==> src/rtl/fft_pkg.sv <==
// Shared types, sizes and helpers for the FFT control sequencer.
// Bit reversal is a plain function so both the RTL and any wrapper can reuse it.
package fft_pkg;

   localparam int FFT_N      = 64;
   localparam int FFT_LOG2_N = 6;

   typedef enum logic [2:0] {
      IDLE,
      LOAD,
      ISSUE,
      DRAIN,
      DONE
   } fft_seq_state_t;

   // Reverses the low 'width' bits of value; bits above width come back zero.
   function automatic logic [31:0] bitrev(input logic [31:0] value, input int width);
      logic [31:0] v;
      logic [31:0] r;
      v = value;
      r = '0;
      for (int i = 0; i < 32; i++) begin
         if (i < width) begin
            r = {r[30:0], v[0]};
            v = v >> 1;
         end
      end
      return r;
   endfunction

endpackage

==> src/rtl/fft_wb_delay.sv <==
// Fixed-depth delay line that turns butterfly issue strobes and pair
// addresses into write-back strobes once the butterfly result is valid.
module fft_wb_delay
   import fft_pkg::*;
#(
   parameter int DEPTH = 2,
   parameter int W     = FFT_LOG2_N
)
(
   input  logic         clk,
   input  logic         rst,
   input  logic         issue,
   input  logic [W-1:0] addr_a,
   input  logic [W-1:0] addr_b,
   output logic         wb_en,
   output logic [W-1:0] wb_addr_a,
   output logic [W-1:0] wb_addr_b
);

   localparam int EW = 2 * W + 1;

   logic [DEPTH-1:0][EW-1:0] pipe;

   // Free-running shift: hold never stalls it, so bubbles arrive as wb_en=0.
   always_ff @(negedge clk or negedge rst) begin
      if (!rst) begin
         pipe <= '0;
      end else begin
         pipe[0] <= {issue, addr_a, addr_b};
         for (int i = 1; i < DEPTH; i++) begin
            pipe[i] <= pipe[i-1];
         end
      end
   end

   assign {wb_en, wb_addr_a, wb_addr_b} = pipe[DEPTH-1];

endmodule

==> src/rtl/fft_sequencer.sv <==
// Radix-2 DIT FFT control sequencer: load, butterfly issue per stage, drain, done.
// Define FFT_SEQ_BITREV_EN to scatter loaded samples to bit-reversed registers.
module fft_sequencer
   import fft_pkg::*;
#(
   parameter int N      = FFT_N,
   parameter int LOG2_N = FFT_LOG2_N,
   parameter int BF_LAT = 2
)
(
   input  logic              clk,
   input  logic              rst,
   input  logic              start,
   input  logic              hold,
   output logic              busy,
   output logic              done,
   output logic              load_en,
   output logic [LOG2_N-1:0] load_src,
   output logic [LOG2_N-1:0] load_addr,
   output logic              bf_issue,
   output logic [LOG2_N-1:0] stage,
   output logic [LOG2_N-1:0] addr_a,
   output logic [LOG2_N-1:0] addr_b,
   output logic [LOG2_N-2:0] tw_idx,
   output logic              wb_en,
   output logic [LOG2_N-1:0] wb_addr_a,
   output logic [LOG2_N-1:0] wb_addr_b
);

   localparam int KW = LOG2_N - 1;
   localparam int DW = (BF_LAT > 1) ? $clog2(BF_LAT) : 1;

   fft_seq_state_t    state, state_nxt;
   logic [LOG2_N-1:0] load_cnt, load_nxt;
   logic [LOG2_N-1:0] stage_cnt, stage_nxt;
   logic [KW-1:0]     k, k_nxt;
   logic [DW-1:0]     drain_cnt, drain_nxt;

   logic [KW-1:0]     pos;
   logic [LOG2_N-1:0] pair_a, pair_b;
   logic [KW-1:0]     tw;

   always_ff @(negedge clk or negedge rst) begin
      if (!rst) begin
         state     <= IDLE;
         load_cnt  <= '0;
         stage_cnt <= '0;
         k         <= '0;
         drain_cnt <= '0;
      end else begin
         state     <= state_nxt;
         load_cnt  <= load_nxt;
         stage_cnt <= stage_nxt;
         k         <= k_nxt;
         drain_cnt <= drain_nxt;
      end
   end

   always_comb begin
      state_nxt = state;
      load_nxt  = load_cnt;
      stage_nxt = stage_cnt;
      k_nxt     = k;
      drain_nxt = drain_cnt;
      busy      = (state != IDLE);
      done      = (state == DONE);
      load_en   = 1'b0;
      bf_issue  = 1'b0;
      case (state)
         IDLE: begin
            if (start) begin
               state_nxt = LOAD;
               load_nxt  = '0;
               stage_nxt = '0;
               k_nxt     = '0;
               drain_nxt = '0;
            end
         end
         LOAD: begin
            load_en = 1'b1;
            if (load_cnt == LOG2_N'(N - 1)) begin
               state_nxt = ISSUE;
               stage_nxt = '0;
               k_nxt     = '0;
            end else begin
               load_nxt = load_cnt + LOG2_N'(1);
            end
         end
         ISSUE: begin
            bf_issue = ~hold;
            if (!hold) begin
               if (k == KW'(N / 2 - 1)) begin
                  state_nxt = DRAIN;
                  drain_nxt = '0;
               end else begin
                  k_nxt = k + KW'(1);
               end
            end
         end
         DRAIN: begin
            // The last write of this stage must land before the next stage reads.
            if (drain_cnt == DW'(BF_LAT - 1)) begin
               if (stage_cnt == LOG2_N'(LOG2_N - 1)) begin
                  state_nxt = DONE;
               end else begin
                  state_nxt = ISSUE;
                  stage_nxt = stage_cnt + LOG2_N'(1);
                  k_nxt     = '0;
               end
            end else begin
               drain_nxt = drain_cnt + DW'(1);
            end
         end
         DONE: begin
            state_nxt = IDLE;
         end
         default: begin
            state_nxt = IDLE;
         end
      endcase
   end

   // Butterfly k of a stage pairs registers half apart inside blocks of 2*half.
   always_comb begin
      pos    = k & KW'((32'd1 << stage_cnt) - 32'd1);
      pair_a = (({1'b0, k} >> stage_cnt) << (stage_cnt + LOG2_N'(1))) | {1'b0, pos};
      pair_b = pair_a + LOG2_N'(32'd1 << stage_cnt);
      tw     = pos << (LOG2_N'(LOG2_N - 1) - stage_cnt);
   end

   assign stage    = stage_cnt;
   assign addr_a   = (state == ISSUE) ? pair_a : '0;
   assign addr_b   = (state == ISSUE) ? pair_b : '0;
   assign tw_idx   = (state == ISSUE) ? tw : '0;
   assign load_src = load_en ? load_cnt : '0;

`ifdef FFT_SEQ_BITREV_EN
   assign load_addr = load_en ? LOG2_N'(bitrev(32'(load_cnt), LOG2_N)) : '0;
`else
   assign load_addr = load_en ? load_cnt : '0;
`endif

   fft_wb_delay #(
      .DEPTH (BF_LAT),
      .W     (LOG2_N)
   ) u_wb_delay (
      .clk       (clk),
      .rst       (rst),
      .issue     (bf_issue),
      .addr_a    (addr_a),
      .addr_b    (addr_b),
      .wb_en     (wb_en),
      .wb_addr_a (wb_addr_a),
      .wb_addr_b (wb_addr_b)
   );

endmodule

==> config.mk <==
export PLATFORM = sky130hd
export DESIGN_NAME = fft_sequencer
export DESIGN_NICKNAME = d
export VERILOG_FILES = /design/src/rtl/fft_pkg.sv /design/src/rtl/fft_wb_delay.sv /design/src/rtl/fft_sequencer.sv
export SDC_FILE = /design/constraint.sdc
export NUM_CORES = 1
export LEC_CHECK = 0
export BUFFER_PORTS_ARGS = -buffer_cell sky130_fd_sc_hd__buf_2
export CAP_MARGIN = 20
export CELL_PAD_IN_SITES_DETAIL_PLACEMENT = 0
export CELL_PAD_IN_SITES_GLOBAL_PLACEMENT = 2
export CORE_MARGIN = 10
export CORE_UTILIZATION = 34
export CTS_CLUSTER_DIAMETER = 200
export DETAILED_ROUTE_END_ITERATION = 10
export GPL_TIMING_DRIVEN = 1
export PLACE_DENSITY = 0.87
export SETUP_SLACK_MARGIN = 0.3
export SYNTH_ARGS = -nofsm -noshare
export SYNTH_HDL_FRONTEND = slang
export SYNTH_SLANG_ARGS = --single-unit
==> constraint.sdc <==
create_clock -name clk -period 3.8 [get_ports clk]
set_input_delay 0.19 -clock clk [delete_from_list [all_inputs] [get_ports clk]]
set_output_delay 0.19 -clock clk [all_outputs]
set_load 0.03 [all_outputs]
==> results of run 1 <==
-- metal layers --
layer	part of all wire	wire length, µm	vias up	GRT usage
met2	0.49	4959	92	0.2494
met1	0.42	4260	1523	0.1810
met5	0	0	-	0
met3	0.066	663	14	0.02760
li1	-	-	1486	-
met4	0.023	229	0	0.05490
-- metrics by stage --
stage	instance area (µm²)	setup TNS (ps)	total power, mW	instances	utilization
after floorplan	3348	-9145	2.233	330	-
after global placement	4123	-9499	2.994	547	0.4682
final	5293	-14960	4.295	601	0.6010
after detailed placement	4123	-10060	3.028	547	0.4682
after CTS	4981	-13060	4.003	584	0.5656
after global routing	5293	-17100	4.548	601	0.6010
-- how the worst max path moves through the flow --
stage	startpoint	end	slack [ps]
3_5_place_dp	stage[1]	addr_b[4]	-1220
5_1_grt	stage[1]	addr_b[4]	-1520
4_1_cts	stage[1]	addr_b[5]	-1330
6_report	stage[1]	addr_b[4]	-1370
3_3_place_gp	stage[1]	addr_b[4]	-1150
2_1_floorplan	stage[1]	addr_b[4]	-1200
-- layout make-up --
class | count | share of cell area
Clock buffer | 6 | 0.01371
Clock inverter | 2 | 0.01135
Inverter | 21 | 0.01773
Multi-Input combinational cell | 229 | 0.4043
Sequential cell | 47 | 0.2222
Tap cell | 108 | 0.02553
Timing Repair Buffer | 188 | 0.3052
-- cell families (layout without fill, tap and decap cells) --
kind of cell	Yosys count	count (layout)	synth area share
buffers and inverters	54	217	0.1008
AND/OR/NAND/NOR	125	125	0.2339
flip-flops	47	47	0.3804
multiplexers	8	8	0.02752
XOR/XNOR	6	6	0.01700
adder cells (fa/ha/maj)	14	14	0.05909
AO/OA/AOI/OAI	76	76	0.1813
-- worst register-to-register path, stage by stage (launching register included) --
cell and delay (ps):
dfrtn_1 490, buf_12 150, ha_4 220, or3_4 410, o31ai_4 290, ha_4 180
inv_2 40, fa_2 380, nor2b_4 130, o21ai_1 60, nand2_1 90, xnor2_2 130
nor2_4 60, buf_4 120
-- sequential cells by signal (all words and copies together), names as in the netlist, 3 cells and up --
signal / flops
k: 5
load_cnt: 6
stage: 6
state: 3
u_wb_delay.pipe: 13
u_wb_delay.wb_addr_a: 6
u_wb_delay.wb_addr_b: 6
-- report_power, final --
part           switching (mW)  internal [mW]  total (mW)
registers               0.107          0.666       0.773
logic                    1.59           1.50        3.08
clock network           0.176          0.263       0.439
total                    1.87           2.42        4.29
-- what timing repair did --
item,CTS,global route
gates resized for setup,122,43
setup endpoints to repair,33,34
pin swaps,34,25
hold buffers,0,0
setup buffers,29,16
gates cloned,0,1
hold endpoints to repair,0,0
-- cell usage in the layout (no fill, tap or decap), types with 3 or more instances in the layout --
master,n
a21oi_1,7
nor2b_1,4
nand3_1,8
nand2_1,29
nor3_4,6
a22o_1,3
and3_4,4
dfrtn_1,47
a21oi_2,4
ha_1,6
clkbuf_8,5
inv_4,3
inv_1,13
nand3_2,6
buf_6,55
nand2b_1,6
o21ai_0,11
or3_4,4
o211ai_1,3
xnor2_1,3
buf_4,108
buf_2,21
o21ai_1,6
o41ai_1,3
o31ai_4,3
ha_4,7
nor2_4,8
o21ai_2,4
nor2_1,10
and2_4,9
nand4_1,4
nand2_2,4
inv_2,4
==> impl_results.md, run 1 <==
* Hold path depth at 0
* WL per Instance at 16.82 µm
* Grt total ovfl at 0
* Worst-path cell chain: buf_12 > ha_4 > or3_4 > o31ai_4 > ha_4 > inv_2 > fa_2 > nor2b_4 > o21ai_1 > nand2_1 > xnor2_2 > nor2_4 > buf_6
* Area of the die at 0.01331 mm²
* Die Span Y at approximately 120 µm
* # diodes at 0
* Post-route DRC violation count at 0
* Post-Synthesis Cells at 330
* Power Dens Cells at about 800 mW/mm²
* Vias/cell at roughly 5.2
* Worst-margin pin slew at 643.1 ps
* RSZ-0062 raised after global routing: yes
* Worst r2r src: stage[1]
* Fill cell count at roughly 700
* Final Hold Fails at 0
* Share of layout cells above drive strength 1 at 0.6085
* Worst ir drop on vdd at 0.3805 mV
* Final wirelength at roughly 10000 µm
* #FFs+latches synth at 47
* CTS Root Cell: clkbuf_8
* Post-synth EDFFs at 0
* Worst path depth at 13
* Synth cell count leaders: dfrtn_1 (47), nand2_1 (34), inv_1 (19), buf_4 (18), nor2_1 (17)
* Final WS setup at -1373 ps
* Largest net degree at the start of global routing at 29
* First drt pass iteration count at 4
* Clock latency on the worst-skew pair at 300 ps
* Nets at about 500
* Relative slew margins at 0.5713
* Synth-to-Final Area Change at 71.19%
* Crit. End Element: output pin
* Crit path max-delay family: adder cells
* Die width at 115.4 µm
* FF-to-FF End: u_wb_delay.pipe[4]
* GPL Wtd Cong at between 0.9 and 1
* Status: finished with violations
* Slowest CP cell: dfrtn_1
* Sequential-to-total area share from yosys stat at 0.3804
* Final slew viol count at 0
* Ys Warns at 0
* DR iter-0 viols at 167
* Maximum Capacitance Violations at 0
* First-pass GRT wire length at 15950 µm
* Worst R2R Setup Slack at 900 ps
* Clock Sinks at 47
* Syn avg cell area at 9.369 µm²
* H-tree depth at 2
* Leakage at 2.483 nW
* WP buf/inv at 3
* Area taken by multi-input logic gates at 0.002140 mm²
* Vias in the first global route at 3144
* Post-DP HPWL at 6992 µm
* Asr flop ratio synth at 1.000
* Via count at 3115
* Cell taking the most area after synthesis: dfrtn_1
* Worst Hold Class: flop to flop
* CTS max path bufs at 2
* Synth unique cells at 73
* Row cnt at 34
* Pre-CTS setup slack at -1221 ps
* Seq. cell area at approximately 0.0012 mm²
* # setup viols final at 29
* Crit-path max FO at 5
* WP data required at 3610 ps
* Total Routing Usage GR at 0.1470
* Top area cells in the synthesized netlist: dfrtn_1 (38%), ha_1 (5.3%), buf_4 (4.4%), nand2_1 (4.1%), o21ai_0 (2.4%)
* Hold Slack at 294.3 ps
* Core area at ~0.009 mm²
* Worst Hold End: u_wb_delay.wb_addr_b[3]
* Proportion of netlist area held by the largest area contributor at 0.3804
* PortBufs at 55
* Ys flop type: dfrtn_1
* Final ANT Viol Nets at 0
* Crit path largest cell delay at 490 ps
* Violated checks: negative setup slack
* Netlist Area Pre-Place at around 0.0031 mm²
* IO Pins at 56
* CTS tree: done
* Initial antenna violation count at 0
* Reg2reg path depth at 13
* Clk_skew at between 4 and 5 ps
* Worst EP arrival at 4980 ps
* Syn nets at 348
* Most frequent cell after synthesis: dfrtn_1
* Num CTS Buffers at 5
* Most frequent CP cell: ha_4
* CP Class: flop to output pin
* Setup crit start kind: flop
* HP Start: u_wb_delay.pipe[3]
* Initial Utilization at 0.3511
* Worst-path clk slew at 60 ps
Note: power is estimated with default switching activity, not from simulation.
==> run 2: changes to the inputs <==
CORE_MARGIN = default   (was 10)
SKIP_LAST_GASP = 1   (was default)
==> impl_results.md, run 2 (synthesized netlist as in run 1, its figures left out) <==
* Status: finished with violations
* Violated checks: negative setup slack
* Worst EP arrival at 4950 ps (-30 ps)
* # setup viols final at 19 (-34%)
* RSZ-0062 raised after global routing: yes
* Setup crit start kind: flop
* CTS max path bufs at 2 (unchanged)
* Row cnt at 34 (unchanged)
* Core area at 0.008763 mm² (-0.48%)
* First drt pass iteration count at 4 (unchanged)
* Crit-path max FO at 5 (unchanged)
* Top sig layer: met4
* Crit path largest cell delay at 520 ps (+30 ps)
* Metal-1 WL at 4075 µm (-4.3%)
* Synth-to-Final Area Change at 61.27%
* Max reg flops at 13 (unchanged)
* Initial Utilization at 0.3528 (+0.001704)
* Share of layout cells above drive strength 1 at 0.5806 (-0.02794)
* First-pass GRT wire length at 14780 µm (-7.4%)
* Met2 WL at 4345 µm (-12%)
* Post-route total power at 3.910 mW (-9.0%)
* Hold Slack at 294.0 ps (-0.3680 ps)
* Die Span Y at 97.36 µm (-16%)
* Final wirelength at 8983 µm (-11%)
* Vias/cell at 5.140 (-0.83%)
* Clock latency on the worst-skew pair at 300 ps (about the same)
* Most frequent cells in the layout: buf_4 (115), dfrtn_1 (47), buf_6 (42)
* Worst-path clk slew at 60 ps (about the same)
* Worst Hold Class: flop to flop
* Total Routing Usage GR at 0.1931 (+0.04605)
* Largest net degree at the start of global routing at 28 (-3.4%)
* Slowest CP cell: dfrtn_1
* NetSw at 1.770 mW (-5.3%)
* PortBufs at 55 (unchanged)
* Most frequent CP cell: buf_6
* Final ANT Viol Nets at 0 (unchanged)
* Fin area at 0.004986 mm² (-5.8%)
* Maximum Capacitance Violations at 0 (unchanged)
* Leakage at 2.361 nW (-4.9%)
* Reg2reg path depth at 13 (unchanged)
* Gate power share at 0.722 (+0.004)
* CTS tree: done
* Sw frac at 0.4527 (+0.01730)
* Post-route DRC violation count at 0 (unchanged)
* Clk_skew at 5.644 ps (+1.579 ps)
* IO Pins at 56 (unchanged)
* Clock Sinks at 47 (unchanged)
* Worst-margin pin slew at 589.4 ps (-53.72 ps)
* GPL Wtd Cong at 0.9624 (+5.5%)
* Initial antenna violation count at 0 (unchanged)
* Commonest non-fill, non-tap cell in the layout: buf_4
* Final WS setup at -1342 ps (+30.98 ps)
* Area of the die at 0.009479 mm² (-29%)
* CP Class: flop to output pin
* Final slew viol count at 0 (unchanged)
* Nets at 501 (-1.8%)
* Die width at 97.36 µm (-16%)
* Via count at 3043 (-2.3%)
* Vias in the first global route at 2983 (-5.1%)
* Worst ir drop on vdd at 0.3655 mV (-4.0%)
* Worst r2r src: stage[1]
* Power Dens Cells at 784.3 mW/mm² (-3.4%)
* H-tree depth at 2 (unchanged)
* FF-to-FF End: u_wb_delay.pipe[4]
* WL per Instance at 15.17 µm (-9.8%)
* CP endpoint: addr_b[5]
* Cts hold-fix bufs at 0 (unchanged)
* Worst R2R Setup Slack at 1080 ps (+180 ps)
* Clk pwr share at 0.079 (-0.023)
* Dpl cell area at 0.004145 mm² (+0.55%)
* P_int at 2.140 mW (-12%)
* Crit. End Element: output pin
* DR iter-0 viols at 145 (-13%)
* Post-DP HPWL at 6440 µm (-7.9%)
* Critical path startpoint: stage[1]
* Worst-path cell chain: buf_4 > buf_6 > inv_1 > nand3_2 > ha_4 > inv_4 > a31oi_4 > xnor2_1 > nor2_1 > or3_1 > ha_1 > a21oi_2 > nand2_1 > mux2i_4 > buf_6
* Flop pwr share at 0.199 (+0.019)
* Num CTS Buffers at 5 (unchanged)
* Final Hold Fails at 0 (unchanged)
* Pre-CTS setup slack at -1091 ps (+130.5 ps)
* # diodes at 0 (unchanged)
* Reg with most FFs: u_wb_delay.pipe
* Relative slew margins at 0.6071 (+0.03581)
* WP data required at 3610 ps (about the same)
* CTS Root Cell: clkbuf_8
* Met3 routed WL at 357 µm (-46%)
* Grt total ovfl at 0 (unchanged)
-- run 2: cell types whose count changed in the layout (fill, tap and decap cells not counted), moves of 3 or more --
cell     previous run  this run
ha_4                7         3
inv_1              13        16
ha_1                6         9
nand2_1            29        32
inv_2               4         1
buf_4             108       115
buf_6              55        42
nor2_2              0         3
-- run 2: cell type report --
| type | instances | area [µm²] |
|---|---|---|
| clock inverters | 3 | 20.02 |
| flip-flops and latches | 47 | 1176 |
| repair buffers | 179 | 1461 |
| multi-input cells | 229 | 2033 |
| inverters | 21 | 91.34 |
| fillers | 733 | 3777 |
| clock buffers | 5 | 68.82 |
| well taps | 108 | 135.1 |
-- run 2: stage by stage --
stage	TNS, ps	instances	utilization
after global placement	-8262	550	0.4730
final	-13590	592	0.5690
after floorplan	-9145	330	-
after CTS	-12980	585	0.5511
after detailed placement	-8842	550	0.4730
after global routing	-15810	592	0.5690
-- run 2: power by group through the flow --
stage	logic (mW)	registers, mW	clock network [mW]
2_1_floorplan	1.42	0.809	0
3_3_place_gp	2.22	0.787	0
3_5_place_dp	2.24	0.793	0
4_1_cts	2.67	0.772	0.316
5_1_grt	3.01	0.796	0.336
6_report	2.82	0.779	0.307
-- run 2: worst min path at each step --
stage / startpoint / to / slack [ps] / cells past startpoint
4_1_cts: u_wb_delay.pipe[8] / u_wb_delay.wb_addr_a[2] / 300 / 0
3_5_place_dp: u_wb_delay.pipe[8] / u_wb_delay.wb_addr_a[2] / 300 / 0
2_1_floorplan: u_wb_delay.pipe[6] / u_wb_delay.wb_addr_a[0] / 290 / 0
3_3_place_gp: u_wb_delay.pipe[3] / u_wb_delay.wb_addr_b[3] / 290 / 0
6_report: u_wb_delay.pipe[11] / u_wb_delay.wb_addr_a[5] / 290 / 0
5_1_grt: u_wb_delay.pipe[2] / u_wb_delay.wb_addr_b[2] / 300 / 0
-- run 2: critical path, delay by kind of cell, from the launching register on --
| kind | cells | cell delay, ps |
|---|---|---|
| AND/OR/NAND/NOR | 4 | 580 |
| AO/OA/AOI/OAI | 2 | 340 |
| adder cells (fa/ha/maj) | 2 | 470 |
| buffers and inverters | 5 | 520 |
| multiplexers | 1 | 170 |
| XOR/XNOR | 1 | 140 |
| flip-flops | 1 | 520 |
-- run 2: per-layer routing --
layer,global-route usage,vias to the layer above
li1,-,1459
met1,0.2615,1483
met2,0.3152,85
met3,0.02446,16
met4,0.07127,0
met5,0,-
-- run 2: repair_timing --
action | 4_1_cts | 5_1_grt
hold endpoints to repair | 0 | 0
resized for setup | 103 | 26
pin swaps | 27 | 14
setup endpoints to repair | 34 | 33
setup buffers | 27 | 7
